File: config.mk
export PLATFORM = sky130hd
export DESIGN_NAME = uart_rx_core
export DESIGN_NICKNAME = d
export VERILOG_FILES = /design/src/rtl/uart_rx_core.sv
export SDC_FILE = /design/constraint.sdc
export NUM_CORES = 1
export LEC_CHECK = 0
export CAP_MARGIN = 20
export CORE_AREA = 2 2 70 106
export DETAILED_ROUTE_END_ITERATION = 10
export DIE_AREA = 0 0 72 108
export PLACE_DENSITY = 0.67
export SLEW_MARGIN = 10
export SYNTH_ARGS = -nofsm -noshare
export SYNTH_HDL_FRONTEND = slang
export SYNTH_SLANG_ARGS = --single-unit
export TNS_END_PERCENT = 30
File: constraint.sdc
create_clock -name clock -period 2.7 [get_ports clock]
set_input_delay 0.81 -clock clock [delete_from_list [all_inputs] [get_ports clock]]
set_output_delay 0.81 -clock clock [all_outputs]
set_load 0.01 [all_outputs]
File: src/rtl/uart_rx_core.sv
// UART receiver with a 2-flop synchroniser, 3-sample majority vote per bit,
// configurable frame format and a small frame FIFO on a valid/ready output.
module uart_rx_core #(
    parameter int CLOCK_PER_BIT = 54,
    parameter int DATA_BITS     = 8,
    parameter int PARITY        = 0,
    parameter int STOP_BITS     = 1,
    parameter int FIFO_DEPTH    = 4
) (
    input  logic                 clock,
    input  logic                 reset_n,
    input  logic                 in,
    output logic                 out_valid,
    input  logic                 out_ready,
    output logic [DATA_BITS-1:0] out_data,
    output logic                 parity_error,
    output logic                 framing_error,
    output logic                 overrun,
    output logic                 busy
);

    localparam int CW = $clog2(CLOCK_PER_BIT);
    localparam int H  = CLOCK_PER_BIT / 2;
    localparam int IW = $clog2(DATA_BITS);
    localparam int AW = $clog2(FIFO_DEPTH);
    localparam int EW = DATA_BITS + 2;

    localparam logic [CW-1:0] CNT_LAST = CW'(CLOCK_PER_BIT - 1);
    localparam logic [CW-1:0] CNT_S0   = CW'(H - 1);
    localparam logic [CW-1:0] CNT_S1   = CW'(H);
    localparam logic [CW-1:0] CNT_DEC  = CW'(H + 1);
    localparam logic [IW-1:0] IDX_LAST = IW'(DATA_BITS - 1);
    localparam logic          STOP_LAST = 1'(STOP_BITS - 1);
    localparam logic [AW:0]   FULL_COUNT = (AW+1)'(FIFO_DEPTH);

    typedef enum logic [2:0] {
        S_IDLE,
        S_START,
        S_DATA,
        S_PARITY,
        S_STOP
    } state_t;

    state_t               state_reg, state_next;
    logic                 sync1_reg, sync2_reg, prev_reg;
    logic [CW-1:0]        cnt_reg, cnt_next;
    logic [IW-1:0]        idx_reg, idx_next;
    logic                 stop_idx_reg, stop_idx_next;
    logic                 s0_reg, s0_next, s1_reg, s1_next;
    logic [DATA_BITS-1:0] data_reg, data_next;
    logic                 perr_reg, perr_next, ferr_reg, ferr_next;
    logic                 push;
    logic [EW-1:0]        push_entry;

    logic                 synced, decide, bit_val, par_exp;
    logic [CW-1:0]        cnt_step;

    assign synced   = sync2_reg;
    assign decide   = (cnt_reg == CNT_DEC);
    assign bit_val  = (s0_reg & s1_reg) | (s0_reg & synced) | (s1_reg & synced);
    assign par_exp  = (PARITY == 2) ? (^data_reg) : ~(^data_reg);
    assign cnt_step = (cnt_reg == CNT_LAST) ? '0 : cnt_reg + 1'b1;

    always_ff @(posedge clock) begin
        if (!reset_n) begin
            sync1_reg    <= 1'b1;
            sync2_reg    <= 1'b1;
            prev_reg     <= 1'b1;
            state_reg    <= S_IDLE;
            cnt_reg      <= '0;
            idx_reg      <= '0;
            stop_idx_reg <= 1'b0;
            s0_reg       <= 1'b1;
            s1_reg       <= 1'b1;
            data_reg     <= '0;
            perr_reg     <= 1'b0;
            ferr_reg     <= 1'b0;
        end else begin
            sync1_reg    <= in;
            sync2_reg    <= sync1_reg;
            prev_reg     <= sync2_reg;
            state_reg    <= state_next;
            cnt_reg      <= cnt_next;
            idx_reg      <= idx_next;
            stop_idx_reg <= stop_idx_next;
            s0_reg       <= s0_next;
            s1_reg       <= s1_next;
            data_reg     <= data_next;
            perr_reg     <= perr_next;
            ferr_reg     <= ferr_next;
        end
    end

    always_comb begin
        state_next    = state_reg;
        cnt_next      = (state_reg == S_IDLE) ? '0 : cnt_step;
        idx_next      = idx_reg;
        stop_idx_next = stop_idx_reg;
        s0_next       = (cnt_reg == CNT_S0) ? synced : s0_reg;
        s1_next       = (cnt_reg == CNT_S1) ? synced : s1_reg;
        data_next     = data_reg;
        perr_next     = perr_reg;
        ferr_next     = ferr_reg;
        push          = 1'b0;
        case (state_reg)
            S_IDLE: begin
                if (!synced && prev_reg) begin
                    state_next = S_START;
                    cnt_next   = '0;
                end
            end
            S_START: begin
                if (decide) begin
                    if (bit_val) begin
                        state_next = S_IDLE;
                        cnt_next   = '0;
                    end else begin
                        state_next = S_DATA;
                        idx_next   = '0;
                        data_next  = '0;
                        perr_next  = 1'b0;
                        ferr_next  = 1'b0;
                    end
                end
            end
            S_DATA: begin
                if (decide) begin
                    data_next[idx_reg] = bit_val;
                    if (idx_reg == IDX_LAST) begin
                        state_next    = (PARITY != 0) ? S_PARITY : S_STOP;
                        stop_idx_next = 1'b0;
                    end else begin
                        idx_next = idx_reg + 1'b1;
                    end
                end
            end
            S_PARITY: begin
                if (decide) begin
                    perr_next  = (bit_val != par_exp);
                    state_next = S_STOP;
                end
            end
            S_STOP: begin
                if (decide) begin
                    ferr_next = ferr_reg | ~bit_val;
                    if (stop_idx_reg == STOP_LAST) begin
                        // Push at mid-stop so back-to-back frames never lose a start edge.
                        push       = 1'b1;
                        state_next = S_IDLE;
                        cnt_next   = '0;
                    end else begin
                        stop_idx_next = 1'b1;
                    end
                end
            end
            default: begin
                state_next = S_IDLE;
                cnt_next   = '0;
            end
        endcase
    end

    assign push_entry = {data_reg, perr_reg, ferr_next};
    assign busy       = (state_reg != S_IDLE);

    logic [EW-1:0] mem_reg [FIFO_DEPTH];
    logic [AW-1:0] wr_ptr_reg, rd_ptr_reg;
    logic [AW:0]   count_reg;
    logic          overrun_reg;
    logic          pop, full, push_ok;
    logic [EW-1:0] head;

    assign out_valid = (count_reg != '0);
    assign pop       = out_valid & out_ready;
    assign full      = (count_reg == FULL_COUNT);
    assign push_ok   = push & (~full | pop);

    always_ff @(posedge clock) begin
        if (!reset_n) begin
            wr_ptr_reg  <= '0;
            rd_ptr_reg  <= '0;
            count_reg   <= '0;
            overrun_reg <= 1'b0;
        end else begin
            overrun_reg <= push & full & ~pop;
            if (push_ok) wr_ptr_reg <= wr_ptr_reg + 1'b1;
            if (pop)     rd_ptr_reg <= rd_ptr_reg + 1'b1;
            case ({push_ok, pop})
                2'b10:   count_reg <= count_reg + 1'b1;
                2'b01:   count_reg <= count_reg - 1'b1;
                default: count_reg <= count_reg;
            endcase
        end
    end

    always_ff @(posedge clock) begin
        if (push_ok) mem_reg[wr_ptr_reg] <= push_entry;
    end

    assign head          = mem_reg[rd_ptr_reg];
    assign out_data      = out_valid ? head[EW-1:2] : '0;
    assign parity_error  = out_valid & head[1];
    assign framing_error = out_valid & head[0];
    assign overrun       = overrun_reg;

endmodule
# Word level (Yosys, flattened, before mapping)
# Memories as Yosys holds them, arrays and structs flattened. A register that Yosys moved wholly into a read port is not among the register bits.
# Cells that the tools add are included.
# totals
ff_bits,36
mem_bits_rw,40
in_bits,4
out_inout_bits,13
elab_cells,132
memories,1
# memory_table
name,words,word_bits,read_ports,rd_clocked_by_memory_dff,wr,line,text
mem_reg,4,10,1,1,1,166,logic [EW-1:0] mem_reg [FIFO_DEPTH];
# classes
addsub,6
magnitude_cmp,2
eq_ne,22
mux,51
bitwise,17
n_reduce_logical,17
# ops
cell,count
2-to-1 mux 6 bit,7
2-to-1 mux 3 bit,11
2-to-1 mux 8 bit,4
one-hot mux 6 bit (4 select lines),1
== test 6 x 5 -> 1 bit (second input constant),3
2-to-1 mux 1 bit,16
!= test 2 bit (second input constant),8
one-hot mux 8 bit (2 select lines),1
one-hot mux 3 bit (5 select lines),1
one-hot mux 3 bit (2 select lines),2
AND reduction 4 bit,3
AND 1 bit,9
== test 3 bit (second input constant),3
bitwise mux 8 bit,1
nonzero test 2 bit,4
parity 8 bit,1
AND reduction 7 bit,1
adder 3 x 1 -> 3 bit (second input constant),2
adder 6 x 1 -> 6 bit (second input constant),1
== test 3 x 2 -> 1 bit (second input constant),2
== test 6 bit (second input constant),1
2-to-1 mux 2 bit,3
one-hot mux 1 bit (2 select lines),3
nonzero test 3 bit,2
17 further kinds,25

# Depth between registers and ports, before layout
# depth
word_depth,7
depth_mapped,9
mapped_depth_nobuf,9

# Worst setup path after synthesis
# No wires, ideal clock.
# synth_path
kind,input to register
from,input out_ready
to,register count_reg[2]
setup_time_ns,0.120
arrival_time_ns,2.323
required_time_ns,2.580
slack_ns,0.258
path_stages,6
path_buffers,1
cell_sequence,clkbuf_1 -> nand3_1 -> fa_1 -> or3_1 -> and3_1 -> o31a_1
# synth_via
elab_chain_len,5
word_cells_on_any_way,7
classes_between,eq/ne (2); mux (1); bitwise (3); reduce/logical (1)
# synth_rtl
item,line,text
from (decl),14,"input logic out_ready,"
AND 1 bit *,174,assign pop = out_valid & out_ready;
bitwise OR 1 bit,176,assign push_ok = push & (~full | pop);
AND 1 bit,176,
== test 2 x 1 -> 1 bit or == test 2 bit (tied branches),188,"case ({push_ok, pop})"
one-hot mux 3 bit (2 select lines) or nonzero test 2 bit (tied branches),--,
to (signal assigned),189,2'b10: count_reg <= count_reg + 1'b1;
to (signal assigned),190,2'b01: count_reg <= count_reg - 1'b1;
to (signal assigned),191,default: count_reg <= count_reg;
to (decl),168,logic [AW:0] count_reg;
# Mark *: on every way between the ends. The rest lies on a longest branch, timed or not.
# A chain may end at the register's enable or synchronous reset.

==> results.json <==
{
  "outcome": "completed",
  "final_layout_size_suffix_gt1_share_pct": 14.0,
  "first_pass_iters": 4,
  "ios": 17,
  "largest_register_ffs": 40,
  "cp_max_fo": 10,
  "layout_setup_ws_ns": 0.0824,
  "worst_ir_drop_vdd_mv": 0.346,
  "wl_per_cell_um": 14.6,
  "critPathMaxStageDelay_ns": 0.49,
  "synth_compound_area_share_pct": 8.00,
  "cts_resized": 11,
  "numCtsBuffers": 9,
  "syn-cell-area_um2": 3420,
  "coreArea_um2": 6810,
  "cpLargestDelayFamily": "multiplexers",
  "tns_ns": 0,
  "grt_pass1_vias": 2100,
  "startpoint_type": "register",
  "ys_ff_latch": 77,
  "holdWs_ns": 0.431,
  "fmax_ghz": 0.382,
  "p_int_mw": 1.82,
  "die_area_um2": 7780,
  "crit_path_end_kind": "output pin",
  "avgSynthCellArea_um2": 12.4,
  "viasPerCell": 5.38,
  "grt_max_degree": 33,
  "grt_pass1_wl_um": 9630,
  "combPwrFrac_pct": 12.6,
  "initial_core_util_pct": 50.3,
  "synth_top_family_by_area": "simple AND/OR/NAND/NOR gates",
  "switching_share_pct": 24.3,
  "port_buffers": 16,
  "skew_ns": 0.00570,
  "synth_cell_types": 52,
  "stdcell_count": 379,
  "setup_viol": 0,
  "yosysWarnings": 0,
  "ys.flop_type": "edfxtp_1",
  "layout.nets": 311,
  "path_buf_inv": 2,
  "place_congestion": 0.831,
  "cap_violations": 0,
  "cts.clk_slew.worst_paths_ns": 0.07,
  "grt_overflow": 0,
  "seq_area_frac_synth_pct": 56.7,
  "hold_buffers": 0,
  "synth-xor-area-share_pct": 4.09,
  "drtAntennaViolNets": 0,
  "synthArstFlopShare_pct": 0,
  "timing.final.crit_period_ns": 2.62,
  "hp-class": "register to register",
  "syn-num-nets": 290,
  "slew_headroom_pct": 63.1,
  "grtUsageTotal_pct": 16.3,
  "die_y_um": 108,
  "fillCellCount": 561,
  "cts_tree": "done",
  "clkPwrFrac_pct": 34.5,
  "cp_data_required_time_ns": 1.89,
  "hold_violations": 0,
  "synth_adder_area_share_pct": 4.57,
  "synth_cells": 275,
  "drtIter0Drc": 139,
  "p_per_area_nw_per_um2": 622,
  "critPathKind": "register to output pin",
  "yosys.area_share.simple_pct": 16.3,
  "p_seq_share_pct": 52.9,
  "power.leakage_nw": 1.47,
  "layout_common_cells": "40 x edfxtp_1, 37 x dfxtp_1, 22 x and2_1",
  "tightest_slew_ns": 0.553,
  "clk_latency_ns": 0.35,
  "clock-sinks": 77,
  "cts.path.max_buffers": 2,
  "num_antenna_cells": 0,
  "post_cts_buffers": 0,
  "cp.arrival_ns": 1.81,
  "root_buffer": "clkbuf_8",
  "antenna_found_initial": 0,
  "synth_edf_count": 40,
  "rsz0062_at_grt": "no",
  "drc": 0,
  "switching_power_uw": 584,
  "yosys-mux-area-fraction_pct": 7.75,
  "rows": 37,
  "cp_slowest_cell": "mux4_2",
  "slew_violations": 0,
  "h-tree-depth": 3,
  "min_period_over_period_pct": 96.9,
  "post-route-util_pct": 56.8,
  "dp_hpwl_um": 3900,
  "die_w_um": 72,
  "pre_cts_ws_ns": 0.00317,
  "dp.cells": 363,
  "wl_um": 5520,
  "final_common_cell": "edfxtp_1",
  "timing.critical_path.cells": "buf_12 > mux4_2 > and2_1 > dlygate4sd2_1",
  "vias": 2040,
  "area_growth_pct": 13.0
}
[logic make-up after synthesis]
kind of cell / after synthesis
compound gates: 41
xor+xnor: 16
fa+ha+maj: 12
buf+inv: 20
flops: 77
mux: 14
simple gates: 95
[stage by stage]
step	instance area (µm²)	total power [mW]
2_1_floorplan	3420	1.50
3_3_place_gp	3690	1.60
3_5_place_dp	3690	1.60
4_1_cts	3870	2.44
5_1_grt	3870	2.52
6_report	3870	2.41
[metal layers]
layer  vias to the layer above  GRT usage, %  share of wire (%)
li1                       1039             -                  -
met1                       963          18.5                 43
met2                        28          28.4                 52
met3                        10          4.29                2.7
met4                         0          7.55                2.0
met5                         -             0                  0
[synth_stat cells (all sizes together), types with 2 or more instances]
cell / count / area [µm²]
edfxtp: 40 / 1200
dfxtp: 37 / 741
and2: 23 / 145
nand2: 15 / 56.3
nor2: 14 / 55.1
xnor2: 14 / 123
o21ai: 12 / 60.1
ha: 10 / 125
mux4: 10 / 225
clkbuf: 9 / 35.0
nand3: 8 / 52.6
a21oi: 7 / 35.0
inv: 7 / 26.3
nand2b: 7 / 43.8
nor2b: 7 / 43.8
o211ai: 5 / 37.5
buf: 4 / 25.0
mux2i: 4 / 40.0
nor3: 4 / 25.0
or3: 4 / 25.0
a32o: 3 / 30.0
o21a: 3 / 22.5
a21boi: 2 / 15.0
a31oi: 2 / 12.5
a32oi: 2 / 17.5
nor3b: 2 / 26.3
nor4: 2 / 12.5
nor4b: 2 / 17.5
xor2: 2 / 17.5
[path summary, 6_finish.rpt]
| kind | from | end | slack, ns | cells after the start |
|---|---|---|---|---|
| min | sync1_reg$_SDFF_PN1_ | sync2_reg$_SDFF_PN1_ | 0.43 | 1 |
| max | register | out_data[4] | 0.08 | 4 |
| max reg2reg | cnt_reg[0]$_SDFF_PN0_ | count_reg[2]$_SDFFE_PN0P_ | 0.33 | 9 |
| min reg2reg | sync1_reg$_SDFF_PN1_ | sync2_reg$_SDFF_PN1_ | 0.43 | 1 |
[cell type report]
class,instances,area (µm²),share of cell area [%]
Inverter,7,26.3,0.679
Multi-Input combinational cell,178,1400,36.2
Clock buffer,9,124,3.20
Clock inverter,7,66.3,1.71
Timing Repair Buffer,23,213,5.50
Sequential cell,77,1940,50.2
Tap cell,78,97.6,2.52
[power by group through the flow]
stage,clock [mW],sequential (mW),combinational (mW)
finish,0.830,1.27,0.303
CTS,0.854,1.27,0.315
floorplan,0,1.29,0.213
global placement,0,1.30,0.298
detailed placement,0,1.30,0.302
global route,0.902,1.28,0.342
Note: power is estimated with default switching activity, not from simulation.
